## src/rtl/yutorina_div.sv

```systemverilog
// Multi-cycle radix-2 restoring divider (DIV/DIVU/REM/REMU) for the EX stage.
// One quotient bit per cycle; signed ops run on magnitudes and are sign-fixed at the end.
module yutorina_div #(
    parameter int DATA_W = 32
) (
    input  logic              clk,
    input  logic              reset_,
    input  logic              start,
    input  logic              signed_op,
    input  logic              flush,
    input  logic [DATA_W-1:0] dividend,
    input  logic [DATA_W-1:0] divisor,
    output logic              busy,
    output logic              done,
    output logic [DATA_W-1:0] quotient,
    output logic [DATA_W-1:0] remainder,
    output logic              div_zero
);

    localparam int CNT_W = $clog2(DATA_W + 1);

    typedef enum logic [1:0] {
        S_IDLE,
        S_CALC,
        S_FIX,
        S_DONE
    } state_t;

    state_t            state;
    state_t            state_next;
    logic [CNT_W-1:0]  counter;
    logic [DATA_W-1:0] rem_q;
    logic [DATA_W-1:0] quo_q;
    logic [DATA_W-1:0] dvs_q;
    logic              sign_q;
    logic              sign_r;

    logic              accept;
    logic              div_by_zero;
    logic              neg_a;
    logic              neg_b;
    logic [DATA_W-1:0] mag_a;
    logic [DATA_W-1:0] mag_b;
    logic [DATA_W:0]   rem_shift;
    logic [DATA_W:0]   rem_diff;
    logic              fits;
    logic [DATA_W-1:0] rem_next;
    logic [DATA_W-1:0] quo_next;
    logic [DATA_W-1:0] quo_fix;
    logic [DATA_W-1:0] rem_fix;

    // NOTE: every always_comb output gets a default first so no path leaves it unassigned (no latch).
    always_comb begin
        state_next = state;
        unique case (state)
            S_IDLE:  if (start) state_next = div_by_zero ? S_DONE : S_CALC;
            S_CALC:  if (counter == CNT_W'(1)) state_next = S_FIX;
            S_FIX:   state_next = S_DONE;
            S_DONE:  state_next = S_IDLE;
            default: state_next = S_IDLE;
        endcase
        if (flush) state_next = S_IDLE;
    end

    // NOTE: sequential state uses <= so all registers update from pre-edge values.
    always_ff @(posedge clk) begin
        if (!reset_) state <= S_IDLE;
        else         state <= state_next;
    end

    assign accept      = (state == S_IDLE) && start && !flush;
    assign div_by_zero = (divisor == '0);
    assign neg_a       = signed_op & dividend[DATA_W-1];
    assign neg_b       = signed_op & divisor[DATA_W-1];
    assign mag_a       = neg_a ? -dividend : dividend;
    assign mag_b       = neg_b ? -divisor : divisor;

    // Partial remainder stays below the divisor, so the shifted value is below 2*divisor
    // and the borrow bit of the trial subtraction alone decides the quotient bit.
    assign rem_shift = {rem_q, quo_q[DATA_W-1]};
    assign rem_diff  = rem_shift - {1'b0, dvs_q};
    assign fits      = ~rem_diff[DATA_W];
    assign rem_next  = fits ? rem_diff[DATA_W-1:0] : rem_shift[DATA_W-1:0];
    assign quo_next  = {quo_q[DATA_W-2:0], fits};

    assign quo_fix = sign_q ? -quo_q : quo_q;
    assign rem_fix = sign_r ? -rem_q : rem_q;

    always_ff @(posedge clk) begin
        if (!reset_) begin
            counter   <= '0;
            rem_q     <= '0;
            quo_q     <= '0;
            dvs_q     <= '0;
            sign_q    <= 1'b0;
            sign_r    <= 1'b0;
            quotient  <= '0;
            remainder <= '0;
            div_zero  <= 1'b0;
        end else if (accept) begin
            counter  <= CNT_W'(DATA_W);
            rem_q    <= '0;
            quo_q    <= mag_a;
            dvs_q    <= mag_b;
            sign_q   <= neg_a ^ neg_b;
            sign_r   <= neg_a;
            div_zero <= div_by_zero;
            if (div_by_zero) begin
                quotient  <= '1;
                remainder <= dividend;
            end
        end else if (!flush && state == S_CALC) begin
            rem_q   <= rem_next;
            quo_q   <= quo_next;
            counter <= counter - CNT_W'(1);
        end else if (!flush && state == S_FIX) begin
            quotient  <= quo_fix;
            remainder <= rem_fix;
        end
    end

    assign busy = (state == S_CALC) || (state == S_FIX);
    assign done = (state == S_DONE);

endmodule
```

## config.mk

```make
export PLATFORM = sky130hd
export DESIGN_NAME = yutorina_div
export DESIGN_NICKNAME = d
export VERILOG_FILES = /design/src/rtl/yutorina_div.sv
export SDC_FILE = /design/constraint.sdc
export NUM_CORES = 1
export LEC_CHECK = 0
export ABC_CLOCK_PERIOD_IN_PS = 4570
export BUFFER_PORTS_ARGS = -buffer_cell sky130_fd_sc_hd__buf_2
export CORE_ASPECT_RATIO = 1.4
export CORE_MARGIN = 1.5
export CORE_UTILIZATION = 25
export CTS_CLUSTER_SIZE = 10
export DETAILED_ROUTE_END_ITERATION = 10
export HOLD_SLACK_MARGIN = 0.08
export PLACE_DENSITY_LB_ADDON = 0.12
export SYNTH_ARGS = -nofsm -noshare
export SYNTH_HDL_FRONTEND = slang
export SYNTH_SLANG_ARGS = --single-unit
```

## constraint.sdc

```tcl
create_clock -name clk -period 4.57 [get_ports clk]
set_clock_uncertainty 0.2 [all_clocks]
set_input_delay 0.457 -clock clk [delete_from_list [all_inputs] [get_ports clk]]
set_output_delay 0.457 -clock clk [all_outputs]
set_load 0.05 [all_outputs]
```

Word level (Yosys, flattened, before mapping)
Cells that the tools add are included.
- output and inout bits: 67
- flip-flop bits (word level): 171
- word-level logic and storage cells: 65
- bitwise operators: 5
- reductions and logical operators: 14
- equal/unequal tests: 8
- add/subtract/negate cells: 6
- muxes and demuxes: 21
- operators with widths (kind ; number):
    32-bit two-way mux ; 15
    32-bit negation ; 4
    33-bit by 32-bit subtractor with 33-bit output ; 1
    32-bit zero test ; 1
    6-bit two-way mux ; 2
    2-bit one-hot mux with 4 select lines ; 1
    6-bit by 1-bit == test with 1-bit output, second input constant ; 1
    2-bit two-way mux ; 3
    2-bit != test, second input constant ; 3
    6-bit by 1-bit subtractor with 6-bit output, second input constant ; 1
    2-bit == test, second input constant ; 2
    1-bit logical AND ; 4
    2-bit nonzero test ; 2
    2-bit OR reduction ; 2
    3-bit AND reduction ; 1
    1-bit bitwise AND ; 2
    2-bit by 1-bit == test with 1-bit output, second input constant ; 1
    2-bit zero test ; 1
    2-bit by 1-bit != test with 1-bit output, second input constant ; 1
    1-bit inverter ; 2
    2-bit AND reduction ; 1
    1-bit zero test ; 1
    1-bit logical OR ; 1
    1-bit XOR ; 1

Depth between registers and ports, before layout
- depth after elaboration: 5
- depth in mapped cells: 14

Worst setup path after synthesis
Ideal clock, no wire load.
- kind: in2reg
- from: input port dividend[6]
- to: register quo_q[30]
- data arrival time: 3.011 ns
- path slack: 1.233 ns
- required time: 4.245 ns
- cell stages on the path: 11
- path buffers: 1
- cells stage by stage: or4_4 > or3_1 > buf_2 > or4_4 > nor3b_4 > nand2_2 > nor4_4 > a21oi_2 > xor2_1 > a222oi_1 > nor2_1
- longest elaborated chain between the ends: 3
- RTL lines (element ; RTL line ; source):
    start: declaration ; 11 ; input logic [DATA_W-1:0] dividend,
    32-bit negation ; 75 ; assign mag_a = neg_a ? -dividend : dividend;
    32-bit two-way mux ; 75 ;
    32-bit two-way mux ; 100 ; end else if (accept) begin
    end signal: assignment ; 103 ; quo_q <= mag_a;
    end signal: assignment ; 114 ; quo_q <= quo_next;
    end: declaration ; 33 ; logic [DATA_W-1:0] quo_q;
Every way passes these cells.
A chain may end at the register's enable or synchronous reset.

Worst setup path after layout
- from: register quo_q[3]
- to: register quotient[31]
- longest elaborated chain between the ends: 5
- RTL lines (element ; RTL line ; source):
    32-bit negation ; 86 ; assign quo_fix = sign_q ? -quo_q : quo_q;
    32-bit two-way mux ; 86 ;
    32-bit two-way mux ; 116 ; end else if (!flush && state == S_FIX) begin
    32-bit two-way mux ; 112 ; end else if (!flush && state == S_CALC) begin
    32-bit two-way mux ; 100 ;
    end signal: assignment ; 117 ; quotient <= quo_fix;
    end: declaration ; 15 ; output logic [DATA_W-1:0] quotient,
Every way passes these cells. The select of a mux whose other input is x is not followed.

==> key figures <==
Logic synthesis
  • Most used DFF post-synth: dfxtp_1
  • Syn Nets: 1508
  • Warnings, synthesis: 0
  • Distinct cells, synth: 66
  • Mapped Area: 11100 um^2
  • Post-synthesis simple-gate area fraction: 18.3%
  • EDFF count, synth: 0
  • Average cell area after synthesis: between 7 and 8 um^2
  • Complex-gate fraction of the synthesized area: ~28%
  • Largest family of logic cells by synthesized area: compound AO/OA/AOI/OAI gates
  • #FFs+latches synth: about 170
  • Register area share after synthesis: 31.0%
  • Synth async-reset ratio: 0%
  • Post-synthesis xor/xnor area fraction: 11.8%
  • Post-synthesis adder-cell area fraction: 5.05%
  • Synth Instances: 1395
  • Multiplexer share of the synthesized area: 0.374%

Clock tree
  • Root Buffer: clkbuf_16
  • Clk_lat worst skew: 0.46 ns
  • Clk buf depth: 2
  • Clk sink count: between 150 and 200
  • Clock transition at path regs: 0.07 ns
  • CTS buffer count: 17
  • # H-tree levels: 4
  • TritonCTS clock tree: yes

Placement
  • # port buffers: 135
  • GP Congestion: 0.843
  • Dpl hpwl: 27500 um

GRT
  • GRT Util Overall: 15.8%
  • Overflow after GRT: 0
  • Initial antenna violation count: 2
  • Pin count of the biggest net entering global routing: 75
  • First-pass GRT wire length: 56500 um
  • Number of global-route vias before repair: 9910

Worst setup path
  • Critical path class: reg2reg
  • Crit path launch: quo_q[3]
  • Req. time, crit path: 4.76 ns
  • CP Max Fanout: 7
  • RR Endpoint: quotient[31]
  • R2r setup slk: between 0.4 and 0.5 ns
  • Reg2reg path depth: 8
  • Startpoint types: register
  • Worst r2r src: quo_q[3]
  • Crit end category: register
  • CP Data Arrival Time: 4.30 ns
  • Worst setup endpoint: quotient[31]

Layout
  • Share of layout cells above drive strength 1: 15.4%
  • Post-layout util: 29.3%
  • Fill cells: 4727
  • Area grow syn2layout: 16.0%
  • NumNets Final: between 1500 and 2000

Power and ir drop
  • Tot Pwr: slightly above 0.004 W
  • Clock group share of total power: 36.5%
  • Gate power share: 23.8%
  • Leak Pwr: 5.06 nW
  • Power Density: 315 nW/um^2
  • Internal cell power: 0.00272 W
  • Seq pwr share: about two fifths
  • Switching portion of total power: 32.6%
  • NetSw: 0.00132 W
  • Peak VDD IR: 0.261 mV

Die
  • Core Area: 43800 um^2
  • Die Height: around 250 um
  • Die Wd: around 180 um
  • Die ar.: 45500 um^2
  • Top Ports: approximately 140
  • Initial core utilization: 25.2%
  • Row cnt: 91

Routing
  • Metal2 WL: 18100 um
  • Post-route ant nets: 0
  • Via count: slightly above 10000
  • Met3 routed WL: between 800 and 900 um
  • Routed WL: about 36000 um
  • First-pass DRT Iterations: 9
  • Post-DR vias/cell: 4.94
  • WL per Instance: 17.5 um
  • # DRC: 0
  • Met1 WL: ~16000 um
  • Initial drt markers: 602
  • Highest routed layer: met4

STA
  • F_max: 0.244 GHz
  • Fin crit share: between 80 and 90%
  • Worst-Margin Slew: 1.05 ns
  • Slew Viols, Final: 0
  • Final hold violation count: 0
  • Fin Setup TNS: 0 ns
  • Minimum clock period: just over 4 ns
  • RSZ-0062 raised after global routing: false
  • Setup violations, final: 0
  • Hold_ws: 0.121 ns
  • Slew margin rel.: 30.0%

Job
  • Maxcap violations: 0

Hold path
  • HP Class: in2reg

Outcome
  • Outcome: complete, no violations
power by group through the flow:
stage | clock (W) | sequential [W] | combinational, W
floorplan | 0 | 0.00161 | 0.000707
detailed placement | 0 | 0.00164 | 0.000970
global placement | 0 | 0.00164 | 0.000967
CTS | 0.00153 | 0.00160 | 0.000974
finish | 0.00147 | 0.00160 | 0.000961
global route | 0.00158 | 0.00161 | 0.00108
sequential cells by signal (all words and copies together), names as in the netlist:
register and flops:
state 2, quotient 32, quo_q 32, counter 6, dvs_q 32, div_zero 1
sign_q 1, remainder 32, sign_r 1, rem_q 32
cells in the mapped netlist, drive strengths merged (6+ instances only):
cell type  instances  area (um^2)
a211oi            43          323
a21boi            18          135
a21o              14          105
a21oi            123          619
a222oi            28          280
a31oi              8         50.1
and2               8         50.1
buf               14         98.8
clkbuf            78          293
dfxtp            171         3420
ha                43          538
inv               60          225
nand2             89          339
nand2b            19          119
nand3             19         95.1
nor2             162          608
nor2b             22          138
nor3              22          121
nor4              19          140
o211ai            25          188
o21ai             97          485
o21bai             6         45.0
o221a             19          214
o22ai              7         43.8
o31ai             21          158
o41ai             18          158
or3               17          111
or4               16          131
xnor2             83          727
xor2              66          578
layout by cell type, fill, tap and decap left out, types with 5 or more instances in the layout:
master,n
a211oi_1,43
a21boi_0,18
a21o_1,14
a21oi_1,121
a222oi_1,28
a311oi_1,5
a31oi_1,8
and2_1,8
and3_1,5
buf_2,135
buf_4,17
clkbuf_16,17
clkinv_2,5
dfxtp_1,171
ha_1,43
inv_1,59
nand2_1,87
nand2b_1,19
nand3_1,19
nand4_1,5
nor2_1,159
nor2b_1,21
nor3_1,21
nor4_1,17
o211ai_1,25
o21ai_0,97
o21bai_1,6
o221a_2,19
o22ai_1,7
o31ai_1,21
o41ai_1,18
or3_1,16
or4_1,13
xnor2_1,83
xor2_1,65
routing by layer:
| metal | track usage [%] | vias to the layer above |
|---|---|---|
| met3 | 2.14 | 23 |
| met2 | 29.0 | 148 |
| met1 | 18.7 | 4715 |
| met4 | 5.19 | 0 |
| li1 | - | 5233 |
| met5 | 0 | - |
critical path, stage by stage (launching register included):
cell and delay, ns:
dfxtp_1 0.38, or4_1 0.61, nor3_1 0.46, nand2_1 0.26, or3_1 0.42, or4_1 0.46, o21ai_0 0.66, xnor2_1 0.38
a21oi_1 0.22
how the worst min path moves through the flow:
| stage | start | end | slack (ns) | cells after the start |
|---|---|---|---|---|
| after global placement | dvs_q[31] | dvs_q[31] | 0.25 | 2 |
| after floorplan | dvs_q[0] | dvs_q[0] | 0.24 | 2 |
| after detailed placement | remainder[6] | remainder[6] | 0.26 | 2 |
| after CTS | divisor[12] | dvs_q[12] | 0.11 | 3 |
| after global routing | divisor[21] | dvs_q[21] | 0.13 | 3 |
| final | divisor[12] | dvs_q[12] | 0.12 | 3 |
kinds of logic after synthesis:
group,after synthesis
AOI/OAI and AO/OA,458
xor gates and xnor gates,149
adders and majority gates,44
buffers and inverters,153
DFF,171
muxes,4
and+or+nand+nor,416
cell type report:
type | count | area, um^2 | area share [%]
multi-input cells | 1071 | 7060 | 55.1
flip-flops and latches | 171 | 3420 | 26.7
repair buffers | 154 | 833 | 6.50
well taps | 558 | 698 | 5.44
clock buffers | 17 | 425 | 3.32
inverters | 60 | 225 | 1.76
clock inverters | 15 | 151 | 1.18
diodes | 2 | 5.00 | 0.0390
metrics by stage:
step / area [um^2] / instances / setup WS (ns)
2_1_floorplan: 11100 / 1395 / 1.23
3_3_place_gp: 12200 / 2013 / 0.328
3_5_place_dp: 12200 / 2013 / 0.397
4_1_cts: 12800 / 2046 / 0.367
5_1_grt: 12800 / 2048 / 0.346
6_report: 12800 / 2048 / 0.464
timing repair:
action / in CTS / in global routing
setup endpoints to repair: 0 / 0
gates resized for setup: 0 / 0
hold buffers: 1 / 0
endpoints found under the hold margin: 1 / 0
setup buffers: 0 / 0
Note: power is estimated with default switching activity, not from simulation.
